**config.mk**
```make
export PLATFORM = sky130hd
export DESIGN_NAME = apb_master_bridge
export DESIGN_NICKNAME = d
export VERILOG_FILES = /design/src/rtl/apb_pkg.sv /design/src/rtl/apb_addr_decoder.sv /design/src/rtl/apb_master_bridge.sv
export SDC_FILE = /design/constraint.sdc
export NUM_CORES = 1
export LEC_CHECK = 0
export CAP_MARGIN = 25
export CORE_MARGIN = 4
export CORE_UTILIZATION = 36
export DETAILED_ROUTE_END_ITERATION = 8
export PLACE_DENSITY = 0.86
export SLEW_MARGIN = 15
export SYNTH_ARGS = -nofsm -noshare
export SYNTH_HDL_FRONTEND = slang
export SYNTH_SLANG_ARGS = --single-unit
```
**constraint.sdc**
```tcl
create_clock -name pclk -period 2.5 [get_ports pclk]
set_input_delay 0.375 -clock pclk [delete_from_list [all_inputs] [get_ports pclk]]
set_output_delay 0.375 -clock pclk [all_outputs]
set_load 0.01 [all_outputs]
```
**src/rtl/apb_pkg.sv**
```systemverilog
// Shared APB bridge definitions: FSM state encoding and response codes.
package apb_pkg;

  typedef enum logic [1:0] {
    StIdle   = 2'd0,
    StSetup  = 2'd1,
    StAccess = 2'd2
  } apb_state_e;

  localparam logic [1:0] RSP_OK      = 2'd0;
  localparam logic [1:0] RSP_SLVERR  = 2'd1;
  localparam logic [1:0] RSP_DECERR  = 2'd2;
  localparam logic [1:0] RSP_TIMEOUT = 2'd3;

  // A disabled timeout still needs a one-bit counter to keep the declaration legal.
  function automatic int unsigned cnt_width(int unsigned timeout);
    return (timeout > 0) ? $clog2(timeout + 1) : 1;
  endfunction

endpackage

```
**src/rtl/apb_addr_decoder.sv**
```systemverilog
// Combinational slave decode: slave index field -> one-hot select plus decode-error flag.
module apb_addr_decoder #(
  parameter int unsigned IW   = 2,
  parameter int unsigned NSLV = 2
) (
  input  logic [IW-1:0]   slv_idx,
  output logic [NSLV-1:0] sel,
  output logic            dec_err
);

  always_comb begin
    sel = '0;
    for (int unsigned i = 0; i < NSLV; i++) begin
      sel[i] = (slv_idx == IW'(i));
    end
    dec_err = ~|sel;
  end

endmodule

```
**src/rtl/apb_master_bridge.sv**
```systemverilog
// APB master bridge: CPU valid/ready request port to NSLV APB slaves, with decode-error
// and per-transfer PREADY timeout responses.
module apb_master_bridge
  import apb_pkg::*;
#(
  parameter int unsigned AW      = 5,
  parameter int unsigned DW      = 32,
  parameter int unsigned NSLV    = 2,
  parameter int unsigned SEL_LSB = 3,
  parameter int unsigned TIMEOUT = 16
) (
  input  logic             pclk,
  input  logic             Reset,
  input  logic             req_valid,
  output logic             req_ready,
  input  logic             req_write,
  input  logic [AW-1:0]    req_addr,
  input  logic [DW-1:0]    req_wdata,
  output logic             rsp_valid,
  output logic [DW-1:0]    rsp_rdata,
  output logic [1:0]       rsp_code,
  output logic [NSLV-1:0]  psel,
  output logic             penable,
  output logic             pwrite,
  output logic [AW-1:0]    paddr,
  output logic [DW-1:0]    pwdata,
  input  logic [NSLV-1:0]  pready,
  input  logic [NSLV-1:0]  pslverr,
  input  logic [NSLV*DW-1:0] prdata
);

  localparam int unsigned IW = AW - SEL_LSB;
  localparam int unsigned CW = cnt_width(TIMEOUT);
  localparam logic [CW-1:0] CNT_LAST = (TIMEOUT > 0) ? CW'(TIMEOUT - 1) : '0;

  apb_state_e      state_q, state_d;
  logic [CW-1:0]   cnt_q, cnt_d;
  logic [NSLV-1:0] sel_q, sel_d;
  logic [AW-1:0]   paddr_q, paddr_d;
  logic            pwrite_q, pwrite_d;
  logic [DW-1:0]   pwdata_q, pwdata_d;
  logic            rsp_valid_q, rsp_valid_d;
  logic [1:0]      rsp_code_q, rsp_code_d;
  logic [DW-1:0]   rsp_rdata_q, rsp_rdata_d;

  logic [NSLV-1:0] dec_sel;
  logic            dec_err;
  logic            sel_ready;
  logic            sel_err;
  logic [DW-1:0]   rdata_mux;

  apb_addr_decoder #(
    .IW   (IW),
    .NSLV (NSLV)
  ) u_decoder (
    .slv_idx (req_addr[AW-1:SEL_LSB]),
    .sel     (dec_sel),
    .dec_err (dec_err)
  );

  // Only the latched slave's handshake and data are ever looked at.
  always_comb begin
    sel_ready = |(pready & sel_q);
    sel_err   = |(pslverr & sel_q);
    rdata_mux = '0;
    for (int unsigned i = 0; i < NSLV; i++) begin
      if (sel_q[i]) begin
        rdata_mux = rdata_mux | prdata[i*DW +: DW];
      end
    end
  end

  always_comb begin
    state_d     = state_q;
    cnt_d       = cnt_q;
    sel_d       = sel_q;
    paddr_d     = paddr_q;
    pwrite_d    = pwrite_q;
    pwdata_d    = pwdata_q;
    rsp_valid_d = 1'b0;
    rsp_code_d  = rsp_code_q;
    rsp_rdata_d = rsp_rdata_q;

    unique case (state_q)
      StIdle: begin
        if (req_valid) begin
          paddr_d  = req_addr;
          pwrite_d = req_write;
          pwdata_d = req_wdata;
          if (dec_err) begin
            // Unmapped address: answer immediately without touching the bus.
            rsp_valid_d = 1'b1;
            rsp_code_d  = RSP_DECERR;
          end else begin
            sel_d   = dec_sel;
            cnt_d   = '0;
            state_d = StSetup;
          end
        end
      end

      StSetup: begin
        cnt_d   = '0;
        state_d = StAccess;
      end

      StAccess: begin
        if (sel_ready) begin
          state_d     = StIdle;
          rsp_valid_d = 1'b1;
          rsp_code_d  = sel_err ? RSP_SLVERR : RSP_OK;
          if (!pwrite_q) begin
            rsp_rdata_d = rdata_mux;
          end
        end else if (TIMEOUT != 0) begin
          if (cnt_q == CNT_LAST) begin
            state_d     = StIdle;
            rsp_valid_d = 1'b1;
            rsp_code_d  = RSP_TIMEOUT;
          end else begin
            cnt_d = cnt_q + 1'b1;
          end
        end
      end

      default: begin
        state_d = StIdle;
      end
    endcase
  end

  always_ff @(posedge pclk or posedge Reset) begin
    if (Reset) begin
      state_q     <= StIdle;
      cnt_q       <= '0;
      sel_q       <= '0;
      paddr_q     <= '0;
      pwrite_q    <= 1'b0;
      pwdata_q    <= '0;
      rsp_valid_q <= 1'b0;
      rsp_code_q  <= RSP_OK;
      rsp_rdata_q <= '0;
    end else begin
      state_q     <= state_d;
      cnt_q       <= cnt_d;
      sel_q       <= sel_d;
      paddr_q     <= paddr_d;
      pwrite_q    <= pwrite_d;
      pwdata_q    <= pwdata_d;
      rsp_valid_q <= rsp_valid_d;
      rsp_code_q  <= rsp_code_d;
      rsp_rdata_q <= rsp_rdata_d;
    end
  end

  assign req_ready = (state_q == StIdle);
  assign psel      = (state_q == StIdle) ? '0 : sel_q;
  assign penable   = (state_q == StAccess);
  assign pwrite    = pwrite_q;
  assign paddr     = paddr_q;
  assign pwdata    = pwdata_q;
  assign rsp_valid = rsp_valid_q;
  assign rsp_code  = rsp_code_q;
  assign rsp_rdata = rsp_rdata_q;

endmodule

```
# --- Word-level counts from Yosys, hierarchy flattened ---
# Cells that the tools add are included.
op_classes:
  add_sub_neg: 1
  n_eq_ne: 10
  n_mux: 24
  bitwise_logic: 4
  n_reduce_logical: 13
ops:
  columns: ["op", "count"]
  rows:
  - ["2-to-1 mux 32 bit", 2]
  - ["OR 32 bit", 1]
  - ["2-to-1 mux 5 bit", 4]
  - ["2-to-1 mux 2 bit", 9]
  - ["one-hot mux 5 bit (3 select lines)", 1]
  - ["AND reduction 3 bit", 3]
  - ["!= test 2 bit, second input constant", 4]
  - ["one-hot mux 2 bit (3 select lines)", 1]
  - ["OR reduction 2 bit", 3]
  - ["adder 5 x 1 -> 5 bit, second input constant", 1]
  - ["equality test 5 x 4 -> 1 bit, second input constant", 1]
  - ["2-to-1 mux 1 bit", 5]
  - ["AND reduction 5 bit", 1]
  - ["bitwise AND 2 bit", 2]
  - ["equality test 2 x 1 -> 1 bit, second input constant", 2]
  - ["zero test 2 bit", 2]
  - ["one-hot mux 2 bit (2 select lines)", 1]
  - ["AND reduction 4 bit", 1]
  - ["!= test 3 x 1 -> 1 bit, second input constant", 1]
  - ["nonzero test 3 bit", 1]
  - ["equality test 2 bit, second input constant", 1]
  - ["!= test 2 x 1 -> 1 bit, second input constant", 1]
  - ["one-hot mux 1 bit (2 select lines)", 1]
  - ["AND reduction 2 bit", 1]
  - ["2 further kinds", 2]
word_totals:
  register_bits: 82
  in_bits: 109
  out_inout_bits: 77

# --- Depth between registers and ports, before layout ---
# Gate-level depths: netlist (run 1).
depth:
  depth_word: 5
  ltp_mapped: 7

# --- By module ---
# From an unflattened synthesis (run 1), not the netlist that was laid out.
hier_totals:
  cells_unflattened: 279
  hier_area_um2: 3588.4
modules_own_cells:
  columns: ["module", "instances", "cells_per_inst", "area_each_um2"]
  rows:
  - ["apb_master_bridge", 1, 276, 3574.7]
  - ["apb_addr_decoder", 1, 3, 13.8]

# --- Least setup slack after synthesis (run 1) ---
# No wires, ideal clock.
synth_timing:
  path_kind: "reg-to-reg"
  start: "register cnt_q[0]"
  end: "register cnt_q[3]"
  arrival_ns: 1.898
  required_ns: 2.430
  path_slack_ns: 0.532
  path_stages_with_launch: 8
  period_less_slack_ns: 1.968
  path_cell_list: "dfrtp_1 ha_1 and3_1 ha_1 a221o_1 buf_6 or4_1 nand3_1"
synth_between:
  elab_chain_len: 4
synth_rtl:
  columns: ["element", "line_no", "source"]
  rows:
  - ["from (decl)", "apb_master_bridge.sv:37", "logic [CW-1:0] cnt_q, cnt_d;"]
  - ["from (signal assigned)", "apb_master_bridge.sv:145", "cnt_q <= cnt_d;"]
  - ["adder 5 x 1 -> 5 bit", "apb_master_bridge.sv:121", "cnt_d = cnt_q + 1'b1;"]
  - ["2-to-1 mux 5 bit", "apb_master_bridge.sv:116", "if (cnt_q == CNT_LAST) begin"]
  - ["2-to-1 mux 5 bit", "apb_master_bridge.sv:108", "if (sel_ready) begin"]
  - ["one-hot mux 5 bit (3 select lines)", "apb_master_bridge.sv:84", "unique case (state_q)"]
# Parallel ways exist; a longest one is shown, timed or not. The select of a mux whose other input is x is not followed.
# A chain may end at the register's enable or synchronous reset.

# --- Worst setup path in the final report (run 1) ---
layout_timing:
  start: "register state_q[1]"
  end: "output port penable"
layout_between:
  elab_chain_len: 1
layout_rtl:
  columns: ["element", "line_no", "source"]
  rows:
  - ["from (decl)", "apb_master_bridge.sv:36", "apb_state_e state_q, state_d;"]
  - ["from (signal assigned)", "apb_master_bridge.sv:134", "state_q <= StIdle;"]
  - ["from (signal assigned)", "apb_master_bridge.sv:144", "state_q <= state_d;"]
  - ["equality test 2 bit", "apb_master_bridge.sv:158", "assign penable = (state_q == StAccess);"]
  - ["to (decl)", "apb_master_bridge.sv:23", "output logic penable,"]
# Every way passes these cells.

==> impl_metrics.csv, run 1 <==
group,metric,value,unit
setup_path,crit_type,"reg -> out",
clock_network,clockBufferDepth,2,
sta,hold_viol,0,
sta,worstMarginPinSlew,0.704,ns
placement,dp_cells,641,
setup_path,slowest_stage,"clkdlybuf4s50_1",
sta,fin_crit,2.33,ns
floorplan,rows,36,
min_path,hold_class,"in -> async",
power,sw_frac_of_total,0.340,
floorplan,die_y,108,um
power,pwr_density_cell,1120,mW/mm^2
synthesis,synth_seq_cells,82,
sta,holdWs,0.433,ns
placement,dpl.hpwl,8.09,mm
power,p_int,4.32,mW
sta,fmax,0.429,GHz
outcome,status,"completed",
routing,first_iter_violations,156,
placement,place_area,0.00561,mm^2
setup_path,crit_start,"state_q[1]",
cells_and_area,fin_cells,657,
placement,port-buffer-count,185,
synthesis,ys_seq_area_frac,0.568,
global_routing,grt_pass1_wl,16.5,mm
cells_and_area,postLayoutCoreUtil,0.595,
sta,setup_ws,0.170,ns
sta,drv_slew,0,
power,max-vdd-ir-drop,0.549,mV
routing,viasPerCell,4.87,
cells_and_area,finalNetCount,630,
job,cap_violations,0,
routing,antenna_left,0,
setup_path,crit_arrival,1.95,ns
setup_path,critPathLaunchType,"flop",
setup_path,path_max_fanout,13,
clock_network,cts_max_level,3,
placement,gp_congestion,0.776,
setup_path,r2r-start,"cnt_q[0]",
cells_and_area,diodes,0,
clock_network,cts_tree,"yes",
floorplan,start_util,0.370,
power,power_leakage,2.62,nW
setup_path,cp_data_required_time,2.12,ns
routing,wire_per_inst,16.2,um
synthesis,syn_area_per_cell,10.7,um^2
power,p_total,6.54,mW
clock_network,cts.sinks,82,
setup_path,cp_slowest_stage_delay,0.62,ns
floorplan,dieArea,0.0117,mm^2
setup_path,ff2ff_path_depth,6,
power,p_sw,2.22,mW
sta,final.period_utilization,0.932,
global_routing,grt_usage,0.181,
floorplan,die_w,108,um
cells_and_area,fill_cells,835,
cells_and_area,finalInstanceArea,0.00582,mm^2
global_routing,grt_max_degree,45,
routing,drc,0,
cells_and_area,drive_gt1_frac,0.115,
global_routing,antenna_found_initial,0,
synthesis,ys_types,33,
setup_path,crit_chain,"nor2b_1, clkdlybuf4s50_1",
clock_network,clk_pin_slew,0.08,ns
placement,dp_slack,0.396,ns
clock_network,post_cts_buffers,0,
synthesis,synth_area,0.00361,mm^2
floorplan,coreArea,0.00977,mm^2
floorplan,top_level_ports,186,
setup_path,path_buf_inv,1,
global_routing,grt-ovfl-total,0,
synthesis,synthCells,337,
global_routing,grt_pass1_vias,3308,
routing,first_pass_iters,4,
routing,via_count,3201,
clock_network,postCtsHoldBufs,0,
synthesis,synth_nets,448,
sta,timing.setup.tns,0,ns
clock_network,cts_buffers,9,
setup_path,crit_family,"buffers and inverters",
clock_network,ctsResizeCount,0,
sta,slew_headroom,0.530,
sta,setup_viol,0,
power,clockPowerShare,0.160,
power,comb_power_share,0.481,
clock_network,clk_latency,0.35,ns
synthesis,yosys_warnings,0,
cells_and_area,area_growth,61.1,%
routing,drt-total-wl,10.7,mm
sta,fin_skew,0.00537,ns
sta,rsz0062_at_grt,"no",
setup_path,cp.depth,2,
setup_path,endpoint_kind,"output pin",
power,pwr-share-seq,0.359,
clock_network,cts_root_buf,"clkbuf_8",
==> cells in the mapped netlist (all sizes together) <==
master,instances,area share
a221o,1,0.0028
nand2b,4,0.0069
nand2,118,0.12
a22o,32,0.078
o311a,1,0.0028
dfrtp,82,0.57
inv,4,0.0042
or2,1,0.0017
o211ai,4,0.0083
nor2b,3,0.0052
nor3,1,0.0014
o311ai,2,0.0069
a211o,1,0.0024
or4,2,0.0042
clkbuf,14,0.015
buf,9,0.016
nand3,6,0.0083
or3b,1,0.0024
nor3b,1,0.0021
mux2,34,0.11
nor4,1,0.0059
o21ai,2,0.0028
a21boi,2,0.0042
a22oi,2,0.0042
a2bb2oi,1,0.0024
and3,1,0.0017
a32o,1,0.0028
ha,2,0.0069
o31ai,1,0.0021
nor2,3,0.0031
==> layout make-up <==
class / instances / area, um^2 / share of cell area
Sequential cell: 82 / 2050 / 0.353
Timing Repair Buffer: 194 / 1930 / 0.332
Multi-Input combinational cell: 228 / 1440 / 0.248
Tap cell: 133 / 166 / 0.0286
Clock buffer: 14 / 153 / 0.0262
Clock inverter: 2 / 60.1 / 0.0103
Inverter: 4 / 16.3 / 0.00279
==> power groups by stage <==
stage | clock, mW | combinational, mW | sequential (mW)
floorplan | 0 | 1.28 | 2.52
global placement | 0 | 3.09 | 2.33
detailed placement | 0 | 3.18 | 2.37
CTS | 1.08 | 3.20 | 2.35
global route | 1.13 | 3.43 | 2.43
finish | 1.05 | 3.15 | 2.34
==> worst register-to-register path, stage by stage (launching register included) <==
cell and delay (ns):
dfrtp_1 0.42, ha_1 0.23, and3_1 0.19, ha_1 0.20, a221o_1 0.39, or4_1 0.54
nand3_1 0.09
==> state kept, by name, indices dropped and copies added, names as in the netlist <==
name / flops
pwrite: 1
rsp_rdata: 32
cnt_q: 5
state_q: 2
paddr: 5
rsp_code: 2
rsp_valid: 1
sel_q: 2
pwdata: 32
==> layout by cell type, fill, tap and decap left out, types with 2 or more instances in the layout <==
master / Yosys / final
clkdlybuf4s50_1: 0 / 185
nand2_1: 118 / 118
dfrtp_1: 82 / 82
mux2_2: 33 / 33
a22o_1: 32 / 32
clkbuf_8: 0 / 10
buf_4: 0 / 8
nand3_1: 6 / 6
nand2b_1: 4 / 4
o211ai_1: 4 / 4
clkbuf_1: 14 / 4
inv_1: 4 / 3
nor2b_1: 3 / 3
nor2_1: 3 / 3
a22oi_1: 2 / 2
a21boi_0: 2 / 2
o21ai_0: 2 / 2
or4_1: 2 / 2
ha_1: 2 / 2
bufinv_16: 0 / 2
==> path summary, 6_finish.rpt <==
| check | slack [ns] | end |
|---|---|---|
| worst min register to register | 0.48 | pwdata[12] |
| max in group asynchronous | 1.40 | rsp_rdata[15] |
| worst min-delay path | 0.43 | pwdata[11] |
| worst max-delay path | 0.17 | penable |
| min in group pclk | 0.48 | pwdata[12] |
| worst max register to register | 0.39 | cnt_q[3] |
==> kinds of logic after synthesis <==
logic type	Yosys count	share of synthesized area
flops	82	0.568
simple gates	142	0.166
fa+ha+maj	2	0.00692
buf+inv	27	0.0346
mux	34	0.106
compound gates	50	0.119
==> metal layers <==
layer	part of all wire	GRT usage	up-vias
met5	0	0	-
met4	0.013	0.0658	0
met3	0.10	0.0657	14
met2	0.48	0.309	139
met1	0.40	0.211	1533
li1	-	-	1515
Note: power is estimated with default switching activity, not from simulation.
==> run 2, diff against run 1 <==
--- a/config.mk
+++ b/config.mk
@@ -7,9 +7,9 @@
 export LEC_CHECK = 0
 export CAP_MARGIN = 25
 export CORE_MARGIN = 4
-export CORE_UTILIZATION = 36
+export CORE_UTILIZATION = 40
 export DETAILED_ROUTE_END_ITERATION = 8
-export PLACE_DENSITY = 0.86
+export PLACE_DENSITY = 0.9
 export SLEW_MARGIN = 15
 export SYNTH_ARGS = -nofsm -noshare
 export SYNTH_HDL_FRONTEND = slang
==> constraint.sdc (replaced) <==
create_clock -name pclk -period 2.45 [get_ports pclk]
set_input_delay 0.3675 -clock pclk [delete_from_list [all_inputs] [get_ports pclk]]
set_output_delay 0.3675 -clock pclk [all_outputs]
set_load 0.01 [all_outputs]
==> run 2 against run 1 <==
Against the previous run:
- worst hold slack improved by 0.030 ns
- worst setup slack got worse by 0.0058 ns
- die area decreased by 9.3%
- first-iteration DRC count decreased by 14%
- critical endpoint unchanged
- core utilization increased by 6.8 points
- cell area decreased by 0.11%
- critical path type unchanged
==> impl_metrics.csv, run 2 (same netlist as run 1, synthesis figures left out) <==
group,metric,value,unit
sta,timing.setup.tns,0,ns
global_routing,grt_usage,0.185,
clock_network,cts.sinks,82,
setup_path,endpoint_kind,"output pin",
sta,fin_crit,2.29,ns
clock_network,clk_latency,0.34,ns
setup_path,critPathLaunchType,"flop",
power,max-vdd-ir-drop,0.581,mV
sta,hold_viol,0,
job,cap_violations,0,
setup_path,cp_slowest_stage_delay,0.61,ns
setup_path,r2r-start,"cnt_q[0]",
routing,first_iter_violations,134,
floorplan,die_y,103,um
clock_network,cts_tree,"yes",
floorplan,top_level_ports,186,
setup_path,crit_chain,"nor2b_1, clkdlybuf4s50_1",
sta,setup_viol,0,
sta,worstMarginPinSlew,0.647,ns
placement,port-buffer-count,185,
clock_network,clk_pin_slew,0.10,ns
global_routing,antenna_found_initial,0,
routing,first_pass_iters,4,
setup_path,crit_arrival,1.92,ns
clock_network,clockBufferDepth,2,
global_routing,grt_max_degree,36,
clock_network,postCtsHoldBufs,0,
cells_and_area,area_growth,60.9,%
placement,dpl.hpwl,7.73,mm
setup_path,cp_data_required_time,2.08,ns
setup_path,rr_endpoint,"cnt_q[3]",
cells_and_area,finalNetCount,632,
outcome,status,"completed",
cells_and_area,fill_cells,649,
cells_and_area,drive_gt1_frac,0.125,
routing,wire_per_inst,15.7,um
cells_and_area,diodes,0,
floorplan,rows,34,
sta,holdWs,0.463,ns
clock_network,cts_max_level,3,
cells_and_area,multiInputGateArea,0.00144,mm^2
setup_path,slowest_stage,"clkdlybuf4s50_1",
sta,drv_slew,0,
setup_path,path_max_fanout,13,
clock_network,cts_root_buf,"clkbuf_8",
routing,via_count,3192,
sta,fin_skew,0.0132,ns
sta,final.period_utilization,0.933,
routing,drc,0,
cells_and_area,ff_latch_area,0.00205,mm^2
global_routing,grt_pass1_vias,3277,
min_path,hold_class,"in -> async",
sta,rsz0062_at_grt,"no",
sta,slew_headroom,0.568,
floorplan,die_w,103,um
routing,drt-total-wl,9.94,mm
setup_path,r2r_slack,0.35,ns
routing,viasPerCell,5.03,
setup_path,ff2ff_path_depth,6,
floorplan,start_util,0.412,
clock_network,ctsResizeCount,0,
placement,gp_congestion,0.751,
cells_and_area,layout_common_cells,"clkdlybuf4s50_1, nand2_1, dfrtp_1",
cells_and_area,final_common_cell,"clkdlybuf4s50_1",
floorplan,dieArea,0.0106,mm^2
sta,fmax,0.438,GHz
clock_network,cts_buffers,9,
global_routing,grt-ovfl-total,0,
clock_network,post_cts_buffers,0,
floorplan,coreArea,0.00876,mm^2
routing,antenna_left,0,
power,pwr_density_cell,1140,mW/mm^2
power,power_leakage,2.63,nW
global_routing,grt_pass1_wl,15.5,mm
setup_path,crit_type,"reg -> out",
## run 2: power breakdown
group | leakage [nW] | internal (mW) | switching (mW)
Combinational | 1.50 | 1.86 | 1.39
Sequential | 1.02 | 1.97 | 0.387
Clock | 0.103 | 0.491 | 0.518
## run 2: cell type report
| cell class | count | area share |
|---|---|---|
| Clock buffer | 9 | 0.0213 |
| Clock inverter | 7 | 0.0144 |
| Inverter | 4 | 0.00323 |
| Multi-Input combinational cell | 228 | 0.248 |
| Sequential cell | 82 | 0.353 |
| Tap cell | 108 | 0.0232 |
| Timing Repair Buffer | 196 | 0.337 |
## run 2: through the flow
| stage | setup WS [ns] | instances | utilization | power, mW | area (um^2) |
|---|---|---|---|---|---|
| final | 0.164 | 634 | 0.663 | 6.61 | 5810 |
| after global routing | 0.0158 | 634 | 0.663 | 7.09 | 5810 |
| after CTS | 0.126 | 634 | 0.663 | 6.71 | 5810 |
| after detailed placement | 0.383 | 618 | 0.640 | 5.67 | 5610 |
| after global placement | 0.435 | 618 | 0.640 | 5.55 | 5610 |
| after floorplan | 0.482 | 337 | - | 3.88 | 3620 |
## run 2: metal layers
| layer | vias to the layer above | part of all wire | track usage |
|---|---|---|---|
| li1 | 1527 | - | - |
| met1 | 1505 | 0.38 | 0.208 |
| met2 | 142 | 0.48 | 0.319 |
| met3 | 18 | 0.11 | 0.0724 |
| met4 | 0 | 0.017 | 0.0637 |
| met5 | - | 0 | 0 |
## run 2: how the worst max path moves through the flow
stage / startpoint / endpoint / slack [ns] / cells past startpoint
CTS: state_q[1] / penable / 0.13 / 2
detailed placement: cnt_q[0] / cnt_q[4] / 0.38 / 6
global route: state_q[1] / penable / 0.02 / 2
finish: state_q[1] / penable / 0.16 / 2
floorplan: cnt_q[0] / cnt_q[3] / 0.48 / 7
global placement: cnt_q[0] / cnt_q[3] / 0.44 / 6
## run 2: worst max-delay path, delay by kind of cell, from the launching register on
kind,cells,cell delay [ns]
AND/OR/NAND/NOR,1,0.38
flip-flops,1,0.58
buffers and inverters,1,0.61
